$ cat src/rtl/if_pc_fetch_pkg.sv
// Shared types and constants for the IF-stage fetch-PC unit.
// Imported by the top and by the redirect latch.
package if_pc_fetch_pkg;

  typedef enum logic [1:0] {
    S_IDLE = 2'd0,
    S_REQ  = 2'd1,
    S_WAIT = 2'd2,
    S_HOLD = 2'd3
  } fetch_state_e;

  localparam int          INST_ADDR_BUS = 64;
  localparam logic [63:0] PC_START_DFLT = 64'h0000_0000_8000_0000;

endpackage

$ cat src/rtl/if_redirect_latch.sv
// Trap/branch priority mux plus the pending-redirect register that remembers
// a redirect seen while a fetch is outstanding, until its response is killed.
module if_redirect_latch import if_pc_fetch_pkg::*; #(
  parameter int ADDR_W = INST_ADDR_BUS
) (
  input  logic              clk,
  input  logic              rst,
  input  logic              i_br_valid,
  input  logic [ADDR_W-1:0] i_br_addr,
  input  logic              i_trap_valid,
  input  logic [ADDR_W-1:0] i_trap_addr,
  input  logic              i_set,
  input  logic              i_clear,
  output logic              o_redir_valid,
  output logic [ADDR_W-1:0] o_redir_addr,
  output logic              o_pend_valid,
  output logic [ADDR_W-1:0] o_tgt_addr
);

  logic              r_pend_valid;
  logic [ADDR_W-1:0] r_pend_addr;
  logic [ADDR_W-1:0] w_redir_addr;
  logic              w_redir_valid;

  // Trap beats branch when both arrive in the same cycle.
  always_comb begin
    w_redir_addr  = '0;
    w_redir_valid = i_trap_valid | i_br_valid;
    if (i_trap_valid) begin
      w_redir_addr = i_trap_addr;
    end else if (i_br_valid) begin
      w_redir_addr = i_br_addr;
    end else begin
      w_redir_addr = '0;
    end
  end

  // Clear wins over set: a killed response consumes the pending target.
  always_ff @(posedge clk) begin
    if (rst) begin
      r_pend_valid <= 1'b0;
      r_pend_addr  <= '0;
    end else if (i_clear) begin
      r_pend_valid <= 1'b0;
      r_pend_addr  <= '0;
    end else if (i_set && w_redir_valid) begin
      r_pend_valid <= 1'b1;
      r_pend_addr  <= w_redir_addr;
    end else begin
      r_pend_valid <= r_pend_valid;
      r_pend_addr  <= r_pend_addr;
    end
  end

  assign o_redir_valid = w_redir_valid;
  assign o_redir_addr  = w_redir_addr;
  assign o_pend_valid  = r_pend_valid;
  // A redirect arriving this cycle is newer than anything already pending.
  assign o_tgt_addr    = w_redir_valid ? w_redir_addr : r_pend_addr;

endmodule

$ cat src/rtl/if_pc_fetch.sv
// Fetch-PC unit: one outstanding instruction fetch at a time, with branch and
// trap redirects that squash either the in-flight response or the held instruction.
module if_pc_fetch import if_pc_fetch_pkg::*; #(
  parameter int          ADDR_W     = INST_ADDR_BUS,
  parameter int          INST_W     = 32,
  parameter logic [63:0] PC_START   = PC_START_DFLT,
  parameter int          INST_BYTES = 4
) (
  input  logic              clk,
  input  logic              rst,
  output logic              req_valid,
  output logic [ADDR_W-1:0] req_addr,
  input  logic              req_ready,
  input  logic              resp_valid,
  input  logic [INST_W-1:0] resp_inst,
  output logic              out_valid,
  output logic [ADDR_W-1:0] out_pc,
  output logic [INST_W-1:0] out_inst,
  input  logic              out_ready,
  input  logic              br_valid,
  input  logic [ADDR_W-1:0] br_addr,
  input  logic              trap_valid,
  input  logic [ADDR_W-1:0] trap_addr
);

  localparam logic [ADDR_W-1:0] LP_PC_START = PC_START[ADDR_W-1:0];
  localparam logic [ADDR_W-1:0] LP_INC      = ADDR_W'(INST_BYTES);

  fetch_state_e      r_state;
  fetch_state_e      w_state_nxt;
  logic [ADDR_W-1:0] r_pc;
  logic [ADDR_W-1:0] w_pc_nxt;
  logic [ADDR_W-1:0] r_out_pc;
  logic [INST_W-1:0] r_out_inst;
  logic              w_set;
  logic              w_clear;
  logic              w_capture;
  logic              w_redir_valid;
  logic [ADDR_W-1:0] w_redir_addr;
  logic              w_pend_valid;
  logic [ADDR_W-1:0] w_tgt_addr;

  if_redirect_latch #(.ADDR_W(ADDR_W)) u_redirect (
    .clk          (clk),
    .rst          (rst),
    .i_br_valid   (br_valid),
    .i_br_addr    (br_addr),
    .i_trap_valid (trap_valid),
    .i_trap_addr  (trap_addr),
    .i_set        (w_set),
    .i_clear      (w_clear),
    .o_redir_valid(w_redir_valid),
    .o_redir_addr (w_redir_addr),
    .o_pend_valid (w_pend_valid),
    .o_tgt_addr   (w_tgt_addr)
  );

  // Next-state and PC update; the PC only moves once the current fetch is resolved.
  always_comb begin
    w_state_nxt = r_state;
    w_pc_nxt    = r_pc;
    w_set       = 1'b0;
    w_clear     = 1'b0;
    w_capture   = 1'b0;
    case (r_state)
      S_IDLE: begin
        w_state_nxt = S_REQ;
      end
      S_REQ: begin
        w_set = 1'b1;
        if (req_ready) begin
          w_state_nxt = S_WAIT;
        end else begin
          w_state_nxt = S_REQ;
        end
      end
      S_WAIT: begin
        if (resp_valid) begin
          if (w_pend_valid || w_redir_valid) begin
            w_pc_nxt    = w_tgt_addr;
            w_clear     = 1'b1;
            w_state_nxt = S_REQ;
          end else begin
            w_capture   = 1'b1;
            w_state_nxt = S_HOLD;
          end
        end else begin
          w_set = 1'b1;
        end
      end
      S_HOLD: begin
        if (w_redir_valid) begin
          w_pc_nxt    = w_redir_addr;
          w_state_nxt = S_REQ;
        end else if (out_ready) begin
          w_pc_nxt    = r_pc + LP_INC;
          w_state_nxt = S_REQ;
        end else begin
          w_state_nxt = S_HOLD;
        end
      end
      default: begin
        w_state_nxt = S_IDLE;
      end
    endcase
  end

  // State, PC and the instruction presented to decode.
  always_ff @(posedge clk) begin
    if (rst) begin
      r_state    <= S_IDLE;
      r_pc       <= LP_PC_START;
      r_out_pc   <= '0;
      r_out_inst <= '0;
    end else begin
      r_state <= w_state_nxt;
      r_pc    <= w_pc_nxt;
      if (w_capture) begin
        r_out_pc   <= r_pc;
        r_out_inst <= resp_inst;
      end else begin
        r_out_pc   <= r_out_pc;
        r_out_inst <= r_out_inst;
      end
    end
  end

  assign req_valid = (r_state == S_REQ);
  assign req_addr  = r_pc;
  assign out_valid = (r_state == S_HOLD);
  assign out_pc    = r_out_pc;
  assign out_inst  = r_out_inst;

endmodule

$ cat config.mk
export PLATFORM = sky130hd
export DESIGN_NAME = if_pc_fetch
export DESIGN_NICKNAME = d
export VERILOG_FILES = /design/src/rtl/if_pc_fetch_pkg.sv /design/src/rtl/if_redirect_latch.sv /design/src/rtl/if_pc_fetch.sv
export SDC_FILE = /design/constraint.sdc
export NUM_CORES = 1
export LEC_CHECK = 0
export ABC_CLOCK_PERIOD_IN_PS = 2300
export CAP_MARGIN = 25
export CORE_ASPECT_RATIO = 2
export CORE_MARGIN = 2
export CORE_UTILIZATION = 44
export CTS_BUF_LIST = sky130_fd_sc_hd__clkbuf_2 sky130_fd_sc_hd__clkbuf_4 sky130_fd_sc_hd__clkbuf_8
export DETAILED_ROUTE_END_ITERATION = 12
export PLACE_DENSITY = 0.78
export SLEW_MARGIN = 25
export SYNTH_ARGS = -nofsm -noshare
export SYNTH_HDL_FRONTEND = slang
export SYNTH_SLANG_ARGS = --single-unit
$ cat constraint.sdc
create_clock -name clk -period 2.3 [get_ports clk]
set_input_delay 0.345 -clock clk [delete_from_list [all_inputs] [get_ports clk]]
set_output_delay 0.345 -clock clk [all_outputs]
set_load 0.02 [all_outputs]
## After elaboration in Yosys (flattened, before gate mapping)

Cells that the tools add are included.

| word-level totals | value |
|---|---|
| logic and storage cells | 42 |
| input bits | 167 |
| register bits | 227 |

| operators by class | value |
|---|---|
| bitwise logic cells | 1 |
| reductions and logical operators | 6 |
| add/sub/neg operators | 1 |
| mux-type cells | 22 |
| equality and inequality tests | 6 |

Operators with widths:

| kind | number |
|---|---|
| 64-bit 2-to-1 mux | 7 |
| 64-bit case mux with 2 select lines | 1 |
| 64-bit by 3-bit adder with 64-bit output (second input constant) | 1 |
| 2-bit 2-to-1 mux | 5 |
| 2-bit case mux with 4 select lines | 1 |
| 1-bit 2-to-1 mux | 7 |
| 2-bit equality test (second input constant) | 2 |
| 2-bit inequality test (second input constant) | 2 |
| 4-bit AND reduction | 1 |
| 3-bit by 1-bit inequality test with 1-bit output (second input constant) | 1 |
| 2-bit by 1-bit equality test with 1-bit output (second input constant) | 1 |
| 2-bit logical NOT | 1 |
| 1-bit case mux with 2 select lines | 1 |
| 2-bit nonzero test | 1 |
| 2-bit OR reduction | 1 |
| 1-bit logical AND | 1 |
| 1-bit logical OR | 1 |
| 1-bit bitwise OR | 1 |

## Depth between registers and ports, before layout

| logic depth | value |
|---|---|
| depth after elaboration | 6 |
| mapped depth | 11 |
| mapped depth without buffers | 8 |

## Cells and area by module

From an unflattened synthesis, not the netlist that was laid out.

| unflattened totals | value |
|---|---|
| cells, all modules | 1586 |
| area total of the unflattened synthesis | 11656.2 um^2 |

By module, submodules not included:

| module | area each (um^2) | cells each | times used |
|---|---|---|---|
| if_pc_fetch | 8121.5 | 1088 | 1 |
| if_redirect_latch | 3534.6 | 498 | 1 |

## Worst setup path before layout

No wires, ideal clock.

| path | value |
|---|---|
| path kind | register -> register |
| from | register r_pc[2], in the netlist req_addr[2] |
| to | register r_pc[62], in the netlist req_addr[62] |
| period minus slack after synthesis | 2.656 ns |
| cell stages (with the launch flop) | 8 |
| path buffers | 0 |
| library setup time | 0.074 ns |
| required time | 2.226 ns |
| slack | -0.356 ns |
| arrival time | 2.581 ns |
| cell sequence | dfxtp_1 > ha_1 > nand4_2 > nor4_4 > nand3_1 > or4_4 > or3_1 > a31oi_1 |

| between the ends | value |
|---|---|
| longest elaborated chain between the ends | 4 |

RTL lines:

| what | RTL line | RTL |
|---|---|---|
| from (decl) | if_pc_fetch.sv:31 | `logic [ADDR_W-1:0] r_pc;` |
| from (signal assigned) | if_pc_fetch.sv:117 | `r_pc <= w_pc_nxt;` |
| 64-bit by 3-bit adder with 64-bit output | if_pc_fetch.sv:96 | `w_pc_nxt = r_pc + LP_INC;` |
| 64-bit 2-to-1 mux | if_pc_fetch.sv:95 | `end else if (out_ready) begin` |
| 64-bit 2-to-1 mux | if_pc_fetch.sv:92 | `if (w_redir_valid) begin` |
| 64-bit case mux with 2 select lines | if_pc_fetch.sv:65 | `case (r_state)` |

Every way passes these cells. The select of a mux whose other input is x is not followed.
A chain may end at the register's enable or synchronous reset.

## Final worst setup path

| path | value |
|---|---|
| from | register r_pc[22], in the netlist req_addr[22] |
| to | register r_pc[41], in the netlist req_addr[41] |

The elaborated chain is that of the path after synthesis.

==> flow_summary.yaml <==
run_status:
  run_status: "finished with violations"
  failing_checks: "DRC"
floorplan:
  die_h_um: 225
  die_area_sq_um: 25700
  die_w_um: 114
  placement_rows: 80
  initial_core_util_pct: 44.8
  top_level_ports: 329
  core_area_sq_um: 23900
clock_tree:
  cts_inserted_buffers: 34
  clk_root_buffer_cell: "clkbuf_8"
  clockBufferDepth: 3
  htreeDepth: 2
  clock-sinks: 227
  cts_tree: "done"
  worstSkewPairLatency_ns: 0.55
  cts_hold_repair.buffers: 0
  cts.clk_slew.worst_paths_ns: 0.07
placement:
  post_detail_place_hpwl_um: 30800
  io_buffers: 328
  placement_setup_slack_ns: -0.224
  place_area_sq_um: 15500
  placed_cells: 2079
  globalplace.congestion: 0.992
timing:
  timing_max_transition_violations_final: 0
  layout_min_cycle_time_ns: 2.26
  achievable-frequency_mhz: 442
  final.setup_skew_ns: 0.0120
  fin_ws_ns: 0.0358
  setup_viol: 0
  report.final.hold_viol_count: 0
  worst_pin_slew_ns: 0.594
  layout_worst_path_cycle_share_pct: 98.4
  max-slew-margin-rel_pct: 60.4
routing:
  drt_iter0_drc: 1096
  vias: 12463
  finalWirelength_um: 40600
  drt_first_pass_iters: 12
  drt-wirelength-per-cell_um: 18.9
  routed_via_density: 5.81
  antenna_violating_nets_post_route: 0
  residual_drc_count: 1
synth:
  synthesis.nets: 1573
  largest_area_contributor_in_the_netlist: "dfxtp_1"
  syn_area_sq_um: 10700
  ys.flop_type: "dfxtp_1"
  ys_seq_elements: 227
  postSynthAreaPerCell_sq_um: 7.65
  async_flop_share_pct: 0
  netlist.area_leader.share_pct: 42.4
  synth.distinct_cells: 64
  ys_top_cells_by_count: "282 x nand2_1, 227 x dfxtp_1, 176 x a21oi_1"
  number_of_flops_mapped_to_enable_cells_by_yosys: 0
  post_synth_main_area_contributors: "dfxtp_1 42%, nand2_1 9.9%, a21oi_1 8.2%"
  post_synthesis_instance_total: 1401
  ys.warnings.count: 0
  synth_seq_area_share_pct: 42.4
  synthMostInstantiatedCell: "nand2_1"
power:
  irDropWorstVdd_mv: 0.351
  cellPowerDensity_nw_per_um2: 553
  power_leakage_nw: 5.70
worst_setup_path:
  timing.critical_path.required_ns: 2.77
  startpoint_type: "register"
  worstSetupPathType: "register to register"
  cp_data_arrival_time_ns: 2.73
  cp_endpoint_kind: "register"
  timing.critical_path.fanout_max: 8
finish:
  final_area_sq_um: 16400
  stdcell_count: 2145
  layout.core_utilization_pct: 68.4
  number_of_nets_in_the_finished_design: 2001
  drive_above_1_share_pct: 16.1
  areaGrowthSynthToFinish_pct: 52.7
global_route:
  grt_max_degree: 66
  grt_first_pass_wirelength_um: 62100
  antenna_found_initial: 3
  gr-total-overflow: 0
  globalRouteTotalUtil_pct: 30.5
  number_of_global_route_vias_before_repair: 11755
run:
  cap_violations: 0
min_path:
  hold_path_class: "input port to register"
critical path, cell delays in order, from the launching register on:
cell     delay [ns]
dfxtp_1        0.47
buf_4          0.20
nand3_1        0.11
or2_2          0.31
nor4_2         0.31
buf_4          0.23
nand3_1        0.10
o32a_1         0.30
o22ai_1        0.16
registers in the layout, indices dropped and copies added (netlist names):
register                 count
req_addr                    64
u_redirect.r_pend_addr      64
r_state                      2
out_pc                      64
out_inst                    32
u_redirect.o_pend_valid      1
routing by layer:
| layer | share of wire (%) | wire, um | global-route usage (%) |
|---|---|---|---|
| met5 | 0 | 0 | 0 |
| met1 | 37 | 15000 | 34.9 |
| met3 | 6.6 | 2670 | 4.45 |
| met4 | 6.4 | 2580 | 19.0 |
| met2 | 50 | 20300 | 52.4 |
through the flow:
stage                     power (W)  hold WS [ns]  TNS, ns
final                       0.00906        0.0794        0
after global routing        0.00936        0.0904  -0.0467
after CTS                   0.00910        0.0648        0
after detailed placement    0.00530         0.445    -3.82
after global placement      0.00528         0.441    -2.70
after floorplan             0.00468         0.459  -0.0233
layout by cell type, fill, tap and decap left out, drive strengths merged, types with 22 or more instances in the layout:
| cell type | n |
|---|---|
| clkbuf | 53 |
| buf | 183 |
| a211oi | 65 |
| a22oi | 62 |
| a21boi | 22 |
| clkdlybuf4s50 | 325 |
| o21ai | 59 |
| dfxtp | 227 |
| inv | 22 |
| nor2 | 116 |
| a21oi | 176 |
| nand2 | 282 |
| nand3 | 32 |
power breakdown:
| group | switching, W | leakage [nW] | total [W] | internal [W] |
|---|---|---|---|---|
| Clock | 0.00165 | 0.412 | 0.00383 | 0.00218 |
| Sequential | 0.0000647 | 1.84 | 0.00410 | 0.00404 |
| Combinational | 0.000541 | 3.45 | 0.00113 | 0.000586 |
| Total | 0.00225 | 5.70 | 0.00906 | 0.00681 |
what timing repair did:
item	4_1_cts	5_1_grt
setup buffers	0	1
hold endpoints to repair	0	0
endpoints found under the setup margin	4	8
pin swaps	0	1
gates resized for setup	3	11
path summary, 6_finish.rpt:
path                            cells after the start  slack [ns]                       from                   endpoint
worst min-delay path                                2        0.08                        rst  req_addr[32]$_SDFFE_PP0P_
worst min register to register                      2        0.45    out_pc[21]$_SDFFE_PP0P_    out_pc[21]$_SDFFE_PP0P_
worst max register to register                      8        0.04  req_addr[22]$_SDFFE_PP0P_  req_addr[41]$_SDFFE_PP0P_
worst max-delay path                                8        0.04  req_addr[22]$_SDFFE_PP0P_  req_addr[41]$_SDFFE_PP0P_
logic make-up after synthesis:
| logic type | share of synthesized area, % |
|---|---|
| simple gates | 22.8 |
| compound gates | 28.7 |
| flops | 42.4 |
| buf+inv | 4.88 |
| mux | 0.572 |
| fa+ha+maj | 0.584 |
layout make-up:
| cell class | count | area, sq um |
|---|---|---|
| diodes | 3 | 7.51 |
| clock buffers | 53 | 661 |
| clock inverters | 9 | 129 |
| fillers | 2019 | 7550 |
| inverters | 21 | 78.8 |
| multi-input cells | 1036 | 5760 |
| flip-flops and latches | 227 | 4570 |
| well taps | 287 | 359 |
| repair buffers | 509 | 4810 |
No activity file was read; power rests on OpenSTA's default activity.
